==> config.mk <==
export PLATFORM = sky130hd
export DESIGN_NAME = parking_spot_allocator
export DESIGN_NICKNAME = d
export VERILOG_FILES = /design/src/rtl/parking_spot_allocator_pkg.sv /design/src/rtl/parking_spot_allocator_spot_priority_encoder.sv /design/src/rtl/parking_spot_allocator.sv
export SDC_FILE = /design/constraint.sdc
export NUM_CORES = 1
export LEC_CHECK = 0
export ABC_AREA = 1
export BUFFER_PORTS_ARGS = -buffer_cell sky130_fd_sc_hd__buf_2
export CAP_MARGIN = 20
export CORE_AREA = 4 4 63 65
export DETAILED_ROUTE_END_ITERATION = 6
export DIE_AREA = 0 0 67 69
export PLACE_DENSITY = 0.61
export SYNTH_ARGS = -nofsm -noshare
export SYNTH_HDL_FRONTEND = slang
export SYNTH_HIERARCHICAL = 1
export SYNTH_SLANG_ARGS = --single-unit
==> constraint.sdc <==
create_clock -name clk -period 1.9 [get_ports clk]
set_input_delay 0.19 -clock clk [delete_from_list [all_inputs] [get_ports clk]]
set_output_delay 0.19 -clock clk [all_outputs]
set_load 0.005 [all_outputs]
==> src/rtl/parking_spot_allocator_pkg.sv <==
// parking_spot_allocator_pkg: shared sizes and FSM encoding for the spot allocator
package parking_spot_allocator_pkg;
  localparam int NUM_SPOTS   = 8;
  localparam int IDX_W       = 3;
  localparam int GATE_CYCLES = 4;
  localparam int CNT_W       = $clog2(GATE_CYCLES + 1);
  typedef enum logic [1:0] {
    IDLE      = 2'd0,
    ALLOC     = 2'd1,
    GATE      = 2'd2,
    WAIT_DROP = 2'd3
  } state_t;
endpackage

==> src/rtl/parking_spot_allocator_spot_priority_encoder.sv <==
// spot_priority_encoder: lowest-numbered free spot in the occupancy vector
module spot_priority_encoder
  import parking_spot_allocator_pkg::*;
(
  input  logic [NUM_SPOTS-1:0] occupancy,
  output logic [IDX_W-1:0]     free_idx,
  output logic                 any_free
);
  always_comb begin
    free_idx = '0;
    any_free = 1'b0;
    for (int i = NUM_SPOTS - 1; i >= 0; i--)
      if (!occupancy[i]) begin
        free_idx = IDX_W'(i);
        any_free = 1'b1;
      end
  end
endmodule

==> src/rtl/parking_spot_allocator.sv <==
// parking_spot_allocator: entry handshake, lowest-free spot grant, gate timing and exit clearing
module parking_spot_allocator
  import parking_spot_allocator_pkg::*;
(
  input  logic                 clk,
  input  logic                 rst_n,
  input  logic                 arrive_req,
  output logic                 arrive_ack,
  output logic                 arrive_nack,
  output logic [IDX_W-1:0]     assigned_spot,
  output logic                 gate_open,
  input  logic                 leave_valid,
  input  logic [IDX_W-1:0]     leave_spot,
  output logic                 exit_err,
  output logic [NUM_SPOTS-1:0] occupancy,
  output logic                 full,
  output logic                 busy
);
  state_t               state, state_d;
  logic [CNT_W-1:0]     cnt, cnt_d;
  logic [IDX_W-1:0]     free_idx, spot_d;
  logic                 any_free, ack_d, nack_d, gate_d, err_d, leave_ok;
  logic [NUM_SPOTS-1:0] set_mask, clr_mask;

  spot_priority_encoder u_enc (
    .occupancy(occupancy),
    .free_idx (free_idx),
    .any_free (any_free)
  );

  assign full = &occupancy;
  assign busy = state != IDLE;

  // exit path is independent of the FSM; it never clears the bit ALLOC is setting
  always_comb begin
    leave_ok = leave_valid && (int'(leave_spot) < NUM_SPOTS) && occupancy[leave_spot];
    clr_mask = leave_ok ? NUM_SPOTS'(1) << leave_spot : '0;
    err_d    = leave_valid && !leave_ok;
  end

  always_comb begin
    state_d  = state;
    cnt_d    = cnt;
    spot_d   = assigned_spot;
    ack_d    = 1'b0;
    nack_d   = 1'b0;
    gate_d   = gate_open;
    set_mask = '0;
    unique case (state)
      IDLE: state_d = arrive_req ? ALLOC : IDLE;
      ALLOC:
        if (any_free) begin
          set_mask[free_idx] = 1'b1;
          spot_d  = free_idx;
          ack_d   = 1'b1;
          gate_d  = 1'b1;
          cnt_d   = CNT_W'(GATE_CYCLES - 1);
          state_d = GATE;
        end else begin
          nack_d  = 1'b1;
          state_d = WAIT_DROP;
        end
      GATE:
        if (cnt == '0) begin
          gate_d  = 1'b0;
          state_d = WAIT_DROP;
        end else cnt_d = cnt - CNT_W'(1);
      WAIT_DROP: state_d = arrive_req ? WAIT_DROP : IDLE;
      default: state_d = IDLE;
    endcase
  end

  always_ff @(posedge clk or negedge rst_n) begin
    if (!rst_n) begin
      state         <= IDLE;
      cnt           <= '0;
      occupancy     <= '0;
      assigned_spot <= '0;
      arrive_ack    <= 1'b0;
      arrive_nack   <= 1'b0;
      gate_open     <= 1'b0;
      exit_err      <= 1'b0;
    end else begin
      state         <= state_d;
      cnt           <= cnt_d;
      occupancy     <= (occupancy | set_mask) & ~clr_mask;
      assigned_spot <= spot_d;
      arrive_ack    <= ack_d;
      arrive_nack   <= nack_d;
      gate_open     <= gate_d;
      exit_err      <= err_d;
    end
  end
endmodule
Yosys cells after proc, flatten, opt, wreduce, memory -nomap -nowiden --
Index checks and enable logic that the tools add are counted.
Storage, ports and cells: bits in registers 20, logic and storage cells 72, output and inout port bits 17, input bits 7
Operators by class: order comparisons 3, $add $sub $neg 1, multiplexer cells 38, bitwise logic cells 3, shifts and indexed selects 1, eq/ne operators 6, reduce and logical (&&, ||, !) cells 12
Operators by type and width (count):
- $mux W3 | 10
- $mux W8 | 3
- $mux W1 | 18
- $and A8 B8 Y8 | 1
- $lt A3 B4 Y1 const B | 2
- $not A8 Y8 | 1
- $or A8 B8 Y8 | 1
- $pmux W2 S4 | 1
- $reduce_and A8 Y1 | 1
- $shl A1 B3 Y8 const A | 1
- $ne A2 B2 Y1 const B | 3
- $pmux W3 S2 | 1
- $reduce_and A3 Y1 | 2
- $eq A2 B2 Y1 const B | 2
- $mux W2 | 2
- $reduce_bool A2 Y1 | 2
- $bmux W1 S3 | 1
- $demux W1 S3 | 1
- $ge A3 B1 Y1 const B | 1
- $logic_and A1 B1 Y1 | 3
- $logic_not A3 Y1 | 1
- $sub A3 B1 Y3 const B | 1
- $eq A2 B1 Y1 const B | 1
- $logic_not A2 Y1 | 1
- other kinds (3) | 3

Depth between registers and ports, before layout --
depth in word-level cells 16, gate-level depth with buffers 12

Cells and area by module --
The synthesis kept the hierarchy.
Modules (own cells, without submodules):
- parking_spot_allocator | cells each 134, times used 1, seq. area each 500.5 sq um, area an instance 1064.8 sq um
- spot_priority_encoder | cells each 18, times used 1, seq. area each 0.0 sq um, area an instance 78.8 sq um

Least setup slack after synthesis --
No wires, ideal clock.
path type flip-flop to flip-flop, start point register occupancy[7], end point register occupancy[2], setup time 117 ps, data required time 1783 ps, cell stages (with the launch flop) 13, period minus slack after synthesis 1367 ps, arrival 1250 ps, path slack 533 ps, path through dfrtp_1 > inv_1 > nand2_1 > nand2_1 > nand2_1 > nand2_1 > nand2_1 > a21oi_2 > nor2_4 > inv_2 > nor2_1 > o21ai_1 > inv_1
Between the ends: cells in the longest elaborated chain, start to end 16
RTL lines:
- start, declared | RTL line parking_spot_allocator.sv:15 | output logic [NUM_SPOTS-1:0] occupancy,
- start signal, assigned | RTL line parking_spot_allocator.sv:86 | occupancy <= (occupancy | set_mask) & ~clr_mask;
- $mux W3 * (8 in a row) | RTL line parking_spot_allocator_spot_priority_encoder.sv:13 | if (!occupancy[i]) begin
- net free_idx[0] | RTL line parking_spot_allocator.sv:21 | logic [IDX_W-1:0] free_idx, spot_d;
- $lt A3 B4 Y1 (implied by the code) or $ge A3 B1 Y1 (tied branches) | RTL line parking_spot_allocator.sv:53 | set_mask[free_idx] = 1'b1;
- $logic_and A1 B1 Y1 (implied by the code) | RTL line parking_spot_allocator.sv:53
- $mux W1 (implied by the code) | RTL line parking_spot_allocator.sv:53
- $demux W1 S3 * | RTL line parking_spot_allocator.sv:53
- $mux W8 * | RTL line parking_spot_allocator.sv:52 | if (any_free) begin
- $mux W8 * | RTL line parking_spot_allocator.sv:49 | unique case (state)
- $or A8 B8 Y8 * | RTL line parking_spot_allocator.sv:86
- $and A8 B8 Y8 * | RTL line parking_spot_allocator.sv:86
Mark *: on every way through the listed nets, which the timed path passes. The rest lies on a longest branch. The select of a mux whose other input is x is not followed. A chain may end at the register's enable or synchronous reset.

Final worst setup path --
start point register occupancy[7], end point register occupancy[1]
The elaborated chain is that of the path after synthesis.

==> summary.txt <==
Status
  – Status: finished, final reports clean

Worst setup path
  – CP Max Fanout: 6
  – Reg2reg path depth: 8
  – Crit Reg-Reg Endpoint: occupancy[1]$_DFF_PN0_
  – Arr. time, crit path: 1.72 ns
  – Req. time, crit path: 2.11 ns
  – Crit path from: occupancy[7]$_DFF_PN0_
  – Setup CP Type: flip-flop to flip-flop
  – Worst R2R Setup Slack: 0.38 ns
  – Reg-to-Reg Start: occupancy[7]$_DFF_PN0_
  – Setup crit end kind: flip-flop
  – Startpoint Class: flip-flop

Routing
  – DR vias: 1020
  – Routed len/inst: 11.2 um
  – Drt drc: 0
  – Post-Route WL: 2.52 mm
  – Antenna-violating nets left: 0
  – Vias/cell: 4.53
  – Total iterations of the first detailed-routing run: 4
  – First-iteration detailed-routing DRC count: 58

Yosys
  – Post-Syn Nets: 161
  – Yosys warns: 6
  – Mapped Cells: 152
  – Post-synthesis cell area: 0.00114 mm2
  – Yosys cell types: 25
  – Register area share after synthesis: 0.438
  – Yosys reg bits: 20
  – Syn avg cell area: 7.52 um2

Clocking
  – CTS tree: built
  – Clk sink count: 20
  – CTS clk-pin slew, worst paths: 0.12 ns
  – CTS Root Buffer Type: clkbuf_4
  – Post-CTS Setup Repair Bufs: 0
  – Worst-skew pair later-pin latency: 0.30 ns
  – Clk buf depth: 2
  – Num CTS Buffers: 3
  – H-tree depth: 1

GRT
  – Largest net degree at the start of global routing: 21
  – Initial antenna violation count: 0
  – Global-route wire length before repair: 4.27 mm
  – Vias in the first global route: 973
  – Grt ovf: 0
  – GRT Total Usage: 0.117

Cells and area
  – Nets: 189
  – Share of cells above drive strength 1: 0.246
  – Diode count: 0
  – Commonest cells after routing, fill and taps aside: 38 x nand2_1, 23 x inv_1, 23 x buf_2
  – Area Overhead vs Synth: 18.2%
  – Commonest non-fill, non-tap cell in the layout: nand2_1
  – Layout Utilization: 0.405

Place
  – Hpwl dp: 1.93 mm
  – Number of port buffers: 23
  – RD Place Congestion: 0.857

Floorplan
  – FP Rows: 21
  – Core ar.: 0.00334 mm2
  – Die area: 0.00462 mm2
  – Top-Level Pins: 24
  – Die width: 67 um
  – Initial Utilization: 0.343
  – Die height: 69 um

Worst hold path
  – Endpoint, Worst Hold: state[0]$_DFFE_PN0P_
  – Hold Crit Depth: 3
  – Hold Path Origin: arrive_req
  – Hold Path Class: primary input to flip-flop

Run
  – Max cap viols: 0

Timing
  – Tcrit/Tclk final: 0.797
  – Relative slew margins: 0.692
  – Max Clock Freq: 660 MHz
  – RSZ-0062 raised after global routing: no
  – Slew at the pin closest to its max-slew limit: 0.463 ns
  – Setup TNS: 0 ns
  – Minimum clock period: 1.52 ns
  – Final Hold Fails: 0
  – Fin. max-slew vios: 0
  – Clock skew after layout: 0.00930 ns
  – Setup violators final: 0

Pwr
  – Leakage: 0.728 nW
  – Peak supply drop: 0.000540 V
  – Power per Cell Area: 1460 mW/mm2
layout make-up:
cell class	instances	area [um2]
Inverter	28	109
Fill cell	371	1990
Multi-Input combinational cell	103	523
Sequential cell	20	500
Tap cell	46	57.6
Clock buffer	4	36.3
Timing Repair Buffer	24	125
state kept, by name, summed over array words and instances, names as in the netlist:
name,count
occupancy,8
assigned_spot,3
cnt,3
state,2
arrive_ack,1
arrive_nack,1
exit_err,1
gate_open,1
cells by family (layout without fill, tap and decap cells):
family,after synthesis,count (layout),synth area share
AND/OR/NAND/NOR,77,77,0.315
buffers and inverters,29,56,0.105
AO/OA/AOI/OAI,24,24,0.120
flip-flops,20,20,0.438
adder cells (fa/ha/maj),2,2,0.0219
critical path, cell delays in order, from the launching register on:
cell and delay (ns):
dfrtp_1 0.46, nand2_1 0.11, nand3_1 0.07, a31oi_1 0.28, inv_1 0.11, nand2_1 0.12
nor2_1 0.05, o21ai_0 0.16, inv_1 0.05
routing by layer:
layer | up-vias | share of wire | global-route usage
met1 | 455 | 0.50 | 0.170
met3 | 2 | 0.061 | 0.0260
met2 | 32 | 0.43 | 0.169
li1 | 531 | - | -
met4 | 0 | 0.0032 | 0.0383
met5 | - | 0 | 0
metrics by stage:
| stage | hold slack [ns] | total power [mW] | area (um2) | instances | setup WS [ns] |
|---|---|---|---|---|---|
| after floorplan | -0.106 | 1.42 | 1140 | 152 | 0.533 |
| final | 0.129 | 1.97 | 1350 | 225 | 0.385 |
| after global routing | 0.124 | 2.19 | 1350 | 225 | 0.230 |
| after CTS | 0.120 | 2.00 | 1350 | 225 | 0.390 |
| after detailed placement | 0.173 | 1.74 | 1310 | 220 | 0.404 |
| after global placement | 0.175 | 1.74 | 1310 | 220 | 0.399 |
report_power, final:
group          internal (mW)  leakage, nW  switching (mW)
sequential             0.608        0.245           0.220
clock                  0.117       0.0210           0.134
combinational          0.353        0.462           0.542
total                   1.08        0.728           0.896
worst max path at each step:
stage | to | slack [ns] | cells past startpoint
final | occupancy[1]$_DFF_PN0_ | 0.38 | 8
after global routing | occupancy[7]$_DFF_PN0_ | 0.23 | 9
after CTS | occupancy[2]$_DFF_PN0_ | 0.39 | 12
after detailed placement | occupancy[2]$_DFF_PN0_ | 0.40 | 12
after global placement | occupancy[2]$_DFF_PN0_ | 0.40 | 12
after floorplan | occupancy[2]$_DFF_PN0_ | 0.53 | 12
timing repair:
action	CTS	global route
gates resized for setup	0	0
hold buffers	1	0
endpoints found under the hold margin	20	0
Yosys cell counts, drive strengths merged:
cell type / n / share of area
nand4: 7 / 0.038
clkinv: 1 / 0.0044
o21a: 1 / 0.0066
a21oi: 8 / 0.038
o21ai: 13 / 0.063
a21boi: 1 / 0.0066
dfrtp: 20 / 0.44
nand2: 41 / 0.15
nor2: 24 / 0.096
ha: 2 / 0.022
nand3: 4 / 0.026
nor3: 1 / 0.0044
buf: 1 / 0.0098
inv: 27 / 0.091
a31oi: 1 / 0.0055
(Power assumes the default switching activity.)
